[config.mk]
export PLATFORM = sky130hd
export DESIGN_NAME = calc_entry_seq
export DESIGN_NICKNAME = d
export VERILOG_FILES = /design/src/rtl/calc_entry_seq.sv
export SDC_FILE = /design/constraint.sdc
export NUM_CORES = 1
export LEC_CHECK = 0
export ABC_AREA = 1
export CAP_MARGIN = 20
export CORE_UTILIZATION = 50
export CTS_CLUSTER_DIAMETER = 60
export DETAILED_ROUTE_END_ITERATION = 10
export PLACE_DENSITY = 0.91
export SETUP_SLACK_MARGIN = 0.02
export SYNTH_ARGS = -nofsm -noshare
export SYNTH_HDL_FRONTEND = slang
export SYNTH_SLANG_ARGS = --single-unit
[constraint.sdc]
create_clock -name clk -period 1.63 [get_ports clk]
set_input_delay 0.4075 -clock clk [delete_from_list [all_inputs] [get_ports clk]]
set_output_delay 0.4075 -clock clk [all_outputs]
set_load 0.005 [all_outputs]
[src/rtl/calc_entry_seq.sv]
`default_nettype none
// ============================================================================
// Module      : calc_entry_seq
// Description : Push-button operand/operator entry sequencer that builds the
//               14-bit calculator command word and hands it off via valid/ready.
// Revision    : 1.0 - initial release
// ============================================================================
module calc_entry_seq (
    input  logic        clk,
    input  logic        rst_n,
    input  logic        digit_btn,
    input  logic [3:0]  digit_val,
    input  logic        op_btn,
    input  logic [1:0]  op_val,
    input  logic        eq_btn,
    input  logic        clr_btn,
    input  logic        cmd_ready,
    input  logic [3:0]  result_in,
    output logic [13:0] cmd_word,
    output logic        cmd_valid,
    output logic [1:0]  state,
    output logic        err,
    output logic [7:0]  cmd_count
);

    typedef enum logic [1:0] {
        S_A     = 2'b00,
        S_B     = 2'b01,
        S_ISSUE = 2'b10,
        S_DONE  = 2'b11
    } state_t;

    localparam logic [1:0] c_OP_NEG = 2'b11;

    state_t      r_state, w_state_nx;
    logic [3:0]  r_a, w_a_nx;
    logic [3:0]  r_b, w_b_nx;
    logic [1:0]  r_op, w_op_nx;
    logic        r_a_has, w_a_has_nx;
    logic        r_b_has, w_b_has_nx;
    logic [3:0]  r_last, w_last_nx;
    logic        r_err, w_err_nx;
    logic [7:0]  r_count, w_count_nx;

    logic        r_digit_q, r_op_q, r_eq_q, r_clr_q;
    logic        w_digit_ev, w_op_ev, w_eq_ev, w_clr_ev;

    assign w_digit_ev = digit_btn & ~r_digit_q;
    assign w_op_ev    = op_btn    & ~r_op_q;
    assign w_eq_ev    = eq_btn    & ~r_eq_q;
    assign w_clr_ev   = clr_btn   & ~r_clr_q;

    always_ff @(posedge clk) begin
        if (!rst_n) begin
            r_state   <= S_A;
            r_a       <= 4'd0;
            r_b       <= 4'd0;
            r_op      <= 2'd0;
            r_a_has   <= 1'b0;
            r_b_has   <= 1'b0;
            r_last    <= 4'd0;
            r_err     <= 1'b0;
            r_count   <= 8'd0;
            r_digit_q <= 1'b0;
            r_op_q    <= 1'b0;
            r_eq_q    <= 1'b0;
            r_clr_q   <= 1'b0;
        end else begin
            r_state   <= w_state_nx;
            r_a       <= w_a_nx;
            r_b       <= w_b_nx;
            r_op      <= w_op_nx;
            r_a_has   <= w_a_has_nx;
            r_b_has   <= w_b_has_nx;
            r_last    <= w_last_nx;
            r_err     <= w_err_nx;
            r_count   <= w_count_nx;
            r_digit_q <= digit_btn;
            r_op_q    <= op_btn;
            r_eq_q    <= eq_btn;
            r_clr_q   <= clr_btn;
        end
    end

    // The if/else ordering inside each state implements eq > op > digit.
    always_comb begin
        w_state_nx = r_state;
        w_a_nx     = r_a;
        w_b_nx     = r_b;
        w_op_nx    = r_op;
        w_a_has_nx = r_a_has;
        w_b_has_nx = r_b_has;
        w_last_nx  = r_last;
        w_err_nx   = 1'b0;
        w_count_nx = r_count;

        if (w_clr_ev) begin
            w_state_nx = S_A;
            w_a_nx     = 4'd0;
            w_b_nx     = 4'd0;
            w_op_nx    = 2'd0;
            w_a_has_nx = 1'b0;
            w_b_has_nx = 1'b0;
            w_last_nx  = 4'd0;
        end else begin
            case (r_state)
                S_A: begin
                    if (w_eq_ev) begin
                        w_err_nx = 1'b1;
                    end else if (w_op_ev) begin
                        if (!r_a_has) begin
                            w_err_nx = 1'b1;
                        end else begin
                            w_op_nx = op_val;
                            if (op_val == c_OP_NEG) begin
                                w_b_nx     = 4'd0;
                                w_state_nx = S_ISSUE;
                            end else begin
                                w_b_has_nx = 1'b0;
                                w_state_nx = S_B;
                            end
                        end
                    end else if (w_digit_ev) begin
                        w_a_nx     = digit_val;
                        w_a_has_nx = 1'b1;
                    end
                end
                S_B: begin
                    if (w_eq_ev) begin
                        if (r_b_has) w_state_nx = S_ISSUE;
                        else         w_err_nx   = 1'b1;
                    end else if (w_op_ev) begin
                        w_op_nx = op_val;
                        if (op_val == c_OP_NEG) begin
                            w_b_nx     = 4'd0;
                            w_state_nx = S_ISSUE;
                        end
                    end else if (w_digit_ev) begin
                        w_b_nx     = digit_val;
                        w_b_has_nx = 1'b1;
                    end
                end
                S_ISSUE: begin
                    if (w_eq_ev || w_op_ev || w_digit_ev) begin
                        w_err_nx = 1'b1;
                    end
                    if (cmd_ready) begin
                        w_last_nx  = result_in;
                        w_count_nx = r_count + 8'd1;
                        w_state_nx = S_DONE;
                    end
                end
                default: begin
                    // S_DONE: an operator chains off the previous result.
                    if (w_eq_ev) begin
                        w_err_nx = 1'b1;
                    end else if (w_op_ev) begin
                        w_a_nx     = r_last;
                        w_a_has_nx = 1'b1;
                        w_op_nx    = op_val;
                        if (op_val == c_OP_NEG) begin
                            w_b_nx     = 4'd0;
                            w_state_nx = S_ISSUE;
                        end else begin
                            w_b_has_nx = 1'b0;
                            w_state_nx = S_B;
                        end
                    end else if (w_digit_ev) begin
                        w_a_nx     = digit_val;
                        w_a_has_nx = 1'b1;
                        w_b_nx     = 4'd0;
                        w_b_has_nx = 1'b0;
                        w_op_nx    = 2'd0;
                        w_state_nx = S_A;
                    end
                end
            endcase
        end
    end

    assign cmd_word  = {r_op, r_a, r_b, 4'b0000};
    assign cmd_valid = (r_state == S_ISSUE);
    assign state     = r_state;
    assign err       = r_err;
    assign cmd_count = r_count;

endmodule
`default_nettype wire

==> run summary, run 1 <==
Worst Hold Depth -> 3
final setup fails -> 0
num rows -> 21
vias in the first global route -> 1878
Max VDD drop -> 0.551 mV
# DRC -> 0
RSZ-0062 raised after global routing -> yes
Avg Cell Area, Syn -> 6.83 um2
final hold violations -> 0
first-pass GRT wire length -> 8.08 mm
r2r setup slk -> 100 ps
worst hold path type -> in -> reg
Max clock buf depth -> 2
worst endpoint data arrival time -> 1170 ps
largest net degree at the start of global routing -> 11
clock power share -> 36.4%
Reg clk slew, reported paths -> 70 ps
clk_lat worst skew -> 290 ps
register area share after synthesis -> 33.2%
number of distinct library cells after synthesis -> 33
antenna violations before repair -> 0
post-DR vias/cell -> 5.16
Fmax -> 0.633 GHz
Worst EP required -> 1220 ps
mapped cell area -> 1870 um2
chip width -> 63.2 um
fin nets -> 361
Max Cap Viol -> 0
Internal -> 0.00120 W
H-tree levels -> 2
CTS Hold Bufs -> 0
Post-synth EDFFs -> 0
Layout fillers -> 272
highest routed layer -> met4
CP Cell Sequence -> clkdlybuf4s50_1
Final period util -> 96.9%
via count -> 1981
Setup CP Type -> reg -> out
YS warnings -> 0
Sw Ratio -> 28.2%
Psw -> 0.000471 W
FF-to-FF Start -> state[1]$_SDFFE_PP0P_
Die Y -> 63.2 um
layout cell share with drive strength beyond 1 -> 23.7%
Max stage delay cell, worst path -> clkdlybuf4s50_1
power consumption -> 0.00167 W
Port Buffers -> 38
final core occ -> 74.6%
pre-CTS setup slack -> -207 ps
routed length on met2 -> 2.48 mm
DP Wirelength -> 3.51 mm
gr usage total -> 25.8%
share of the synthesized area in the top cell type -> 33.2%
Wirelength per Cell -> 12.8 um
Crit path largest cell delay -> 520 ps
CP endpoint kind -> output pin
r2r endpoint -> r_op[1]$_SDFFE_PP0P_
CTS sink cnt -> 31
Power Density -> 647 nW/um2
Final Max Tran Viols -> 0
First-pass DRT Iterations -> 4
clk_skew -> 8.16 ps
final antenna-violating net count -> 0
synthesized flop and latch total -> 31
Crit path buffers/inverters -> 1
Starting Density -> 54.0%
leak pwr -> 1.15 nW
CTS tree -> yes
grt ovf -> 0
Seq pwr share -> 46.5%
worst hold path startpoint -> op_btn
most common cell in the synthesized netlist -> nand2_1
Root Buffer -> clkbuf_8
crit path max fanout -> 3
Synth top cells by count -> nand2_1, inv_1, dfxtp_1
Top FF cell, synth -> dfxtp_1
I/O pin cnt -> 43
ant diodes -> 0
Tmin final -> 1580 ps
largest cells by area after synthesis -> dfxtp_1, nand2_1, inv_1
final critical-path setup slack -> 50.2 ps
DRT iter0 DRCs -> 173
core area -> 3470 um2
Final GP Congestion -> 0.944
DRT met1 WL -> 2.04 mm
area leader, netlist -> dfxtp_1
FF-to-FF path depth -> 9
clock buffer count from CTS -> 5
Cells after Synth -> 274
die area -> 3990 um2
Detailed Route WL -> 4.93 mm
CP Depth -> 1
CP startpoint kind -> flip-flop
combinational share of power -> 17.1%
routed wl met3 -> 310 um
Synth async-reset ratio -> 0%
WHS Endpoint -> r_op_q$_SDFF_PN0_
Layout area overhead -> 38.2%
status -> finished, final reports clean
Top delay family on crit path -> buffers and inverters
## per-stage QoR
step	setup TNS, ps	hold WS [ps]	area [um2]	instances
6_report	0	403	2590	384
5_1_grt	0	454	2590	384
4_1_cts	0	462	2540	383
3_5_place_dp	-2710	448	2420	373
3_3_place_gp	-2160	436	2420	373
2_1_floorplan	0	424	1880	277
## cell usage in the layout (no fill, tap or decap), types with 2 or more instances in the layout
| master | count |
|---|---|
| ha_2 | 3 |
| nand2_2 | 5 |
| dfxtp_1 | 19 |
| clkbuf_8 | 5 |
| nor2_4 | 2 |
| nor2_1 | 30 |
| nand3_2 | 4 |
| dfxtp_4 | 2 |
| a31oi_1 | 2 |
| nor2_2 | 7 |
| nand3_1 | 20 |
| dlygate4sd2_1 | 3 |
| nand2_4 | 4 |
| buf_4 | 23 |
| inv_1 | 32 |
| conb_1 | 4 |
| a21oi_1 | 16 |
| or2_0 | 2 |
| o21ai_0 | 13 |
| ha_1 | 3 |
| dfxtp_2 | 10 |
| clkdlybuf4s50_1 | 34 |
| o21ai_1 | 10 |
| nand2_1 | 56 |
| inv_2 | 8 |
| nand4_1 | 3 |
## cells by family after synthesis
| kind of cell | Yosys count | share of synthesized area [%] |
|---|---|---|
| XOR/XNOR | 2 | 0.936 |
| AO/OA/AOI/OAI | 45 | 12.6 |
| buffers and inverters | 50 | 12.0 |
| other | 1 | 0.200 |
| AND/OR/NAND/NOR | 138 | 36.4 |
| adder cells (fa/ha/maj) | 7 | 4.68 |
| flip-flops | 31 | 33.2 |
## metal layers
metal | GRT usage (%) | vias to the layer above
met5 | 0 | -
met4 | 13.9 | 0
met3 | 4.89 | 14
met2 | 45.8 | 74
met1 | 28.9 | 905
li1 | - | 988
## registers in the layout (all words and copies together), names as in the netlist, 2 cells and up
signal     flops
cmd_count      8
state          2
r_a            4
r_b            4
r_op           2
r_last         4
## final cells by class
class                           count  area [um2]  area share [%]
Multi-Input combinational cell    196        1070            41.4
Sequential cell                    31         641            24.8
Timing Repair Buffer               63         583            22.5
Inverter                           40         150            5.80
Clock buffer                        6        72.6            2.80
Tap cell                           46        57.6            2.22
Clock inverter                      2        12.5           0.484
## worst max path at each step
stage	startpoint	end	slack [ps]
after detailed placement	op_btn	r_a[0]$_SDFFE_PP0P_	-210
final	cmd_count[5]$_SDFFE_PN0P_	cmd_count[5]	50
after CTS	cmd_count[1]$_SDFFE_PN0P_	cmd_count[1]	30
after global placement	op_btn	r_a[3]$_SDFFE_PP0P_	-170
after global routing	eq_btn	r_b[2]$_SDFFE_PP0P_	6
after floorplan	state[0]$_SDFFE_PP0P_	r_op[0]$_SDFFE_PP0P_	130
## what timing repair did
| item | in CTS | in global routing |
|---|---|---|
| pin swaps | 0 | 4 |
| buffers inserted | 2 | 1 |
| endpoints found under the setup margin | 13 | 18 |
| gates resized for setup | 16 | 17 |
## power groups by stage
stage | Sequential (W) | Clock (W) | Combinational [W]
after global placement | 0.000798 | 0 | 0.000263
after detailed placement | 0.000798 | 0 | 0.000270
final | 0.000778 | 0.000609 | 0.000286
after global routing | 0.000779 | 0.000646 | 0.000310
after floorplan | 0.000798 | 0 | 0.000152
after CTS | 0.000781 | 0.000621 | 0.000273
Note: power is estimated with default switching activity, not from simulation.
==> run 2: changes to the inputs <==
--- a/config.mk
+++ b/config.mk
@@ -15,3 +15,4 @@
 export SYNTH_ARGS = -nofsm -noshare
 export SYNTH_HDL_FRONTEND = slang
 export SYNTH_SLANG_ARGS = --single-unit
+export TNS_END_PERCENT = 20
==> run 2 against run 1 <==
Compared with the run above: via count unchanged; sequential cell count unchanged; combinational power about the same; sequential share of layout area unchanged; clock skew unchanged; clock-buffer cell count unchanged; design area unchanged; highest routed layer unchanged; routed wire length unchanged.
==> run summary, run 2 (synthesis results as in run 1) <==
post-DR vias/cell -> 5.16
First-pass DRT Iterations -> 4
flip-flop count of the largest register after layout -> 8
dpl cell area -> 2420 um2
Fin Hold WS -> 403 ps
Max VDD drop -> 0.551 mV
layout cell share with drive strength beyond 1 -> 23.7%
DP Wirelength -> 3.51 mm
r2r setup slk -> 100 ps
Crit path buffers/inverters -> 1
leak pwr -> 1.15 nW
largest net degree at the start of global routing -> 11
Final GP Congestion -> 0.944
Port Buffers -> 38
worst endpoint data arrival time -> 1170 ps
Crit path largest cell delay -> 520 ps
Setup CP Type -> reg -> out
core area -> 3470 um2
most frequent cells in the layout -> nand2_1, clkdlybuf4s50_1, inv_1, nor2_1, buf_4
RSZ-0062 raised after global routing -> yes
Max stage delay cell, worst path -> clkdlybuf4s50_1
Wirelength per Cell -> 12.8 um
I/O pin cnt -> 43
ant diodes -> 0
die area -> 3990 um2
Starting Density -> 54.0%
final antenna-violating net count -> 0
antenna violations before repair -> 0
CP endpoint kind -> output pin
Die Y -> 63.2 um
fin nets -> 361
num rows -> 21
most common cell after layout, fill and taps aside -> nand2_1
clk_skew -> 8.16 ps
final hold violations -> 0
Layout fillers -> 272
power consumption -> 0.00167 W
CTS sink cnt -> 31
Tmin final -> 1580 ps
Max Cap Viol -> 0
Final Max Tran Viols -> 0
first-pass GRT wire length -> 8.08 mm
clk_lat worst skew -> 290 ps
H-tree levels -> 2
area of the multi-input gates -> 1070 um2
Layout area overhead -> 38.2%
Root Buffer -> clkbuf_8
Max clock buf depth -> 2
Final period util -> 96.9%
chip width -> 63.2 um
Detailed Route WL -> 4.93 mm
Seq. cell area -> 641 um2
via count -> 1981
vias in the first global route -> 1878
Power Density -> 647 nW/um2
DRT iter0 DRCs -> 173
pre-CTS setup slack -> -207 ps
grt ovf -> 0
gr usage total -> 25.8%
final core occ -> 74.6%
final critical-path setup slack -> 50.2 ps
Top delay family on crit path -> buffers and inverters
CP Cell Sequence -> clkdlybuf4s50_1
CTS tree -> yes
final setup fails -> 0
status -> finished, final reports clean
# DRC -> 0
CP startpoint kind -> flip-flop
crit path max fanout -> 3
Fmax -> 0.633 GHz
Worst EP required -> 1220 ps
clock buffer count from CTS -> 5
worst hold path type -> in -> reg
Reg clk slew, reported paths -> 70 ps
fin area -> 2590 um2
==> run 2: cell counts in the layout (fill, tap and decap cells not counted) <==
No cell type changed its count.
==> run 2: area by class of cell <==
cell class | instances | share of cell area, %
Multi-Input combinational cell | 196 | 41.4
Clock buffer | 6 | 2.80
Sequential cell | 31 | 24.8
Timing Repair Buffer | 63 | 22.5
Inverter | 40 | 5.80
Clock inverter | 2 | 0.484
Tap cell | 46 | 2.22
==> run 2: worst min-delay path, delay by kind of cell <==
family        cells  cell delay, ps
buf+inv           2             200
simple gates      1              70
==> run 2: layer usage <==
layer,track usage (%),vias up,routed length (um)
li1,-,988,-
met1,28.9,905,2040
met2,45.8,74,2480
met3,4.89,14,310
met4,13.9,0,104
met5,0,-,0
==> run 2: worst paths after layout <==
check,from,end,depth (start not counted)
max,cmd_count[5]$_SDFFE_PN0P_,cmd_count[5],1
min,op_btn,r_op_q$_SDFF_PN0_,3
max reg2reg,state[1]$_SDFFE_PP0P_,r_op[1]$_SDFFE_PP0P_,9
min reg2reg,r_last[0]$_SDFFE_PP0P_,r_last[0]$_SDFFE_PP0P_,2
==> run 2: where the power goes <==
group | internal (W) | switching, W | total [W] | leakage [nW]
combinational | 0.000133 | 0.000152 | 0.000286 | 0.846
clock | 0.000298 | 0.000311 | 0.000609 | 0.0412
sequential | 0.000770 | 0.00000770 | 0.000778 | 0.258
total | 0.00120 | 0.000471 | 0.00167 | 1.15
==> run 2: metrics by stage <==
step / std cells / TNS, ps
6_report: 384 / 0
5_1_grt: 384 / 0
4_1_cts: 383 / 0
3_5_place_dp: 373 / -2710
3_3_place_gp: 373 / -2160
2_1_floorplan: 277 / 0
==> run 2: timing repair <==
item,CTS,global route
pin swaps,0,4
hold buffers,0,0
setup buffers,2,1
setup endpoints to repair,13,18
resized for setup,16,17
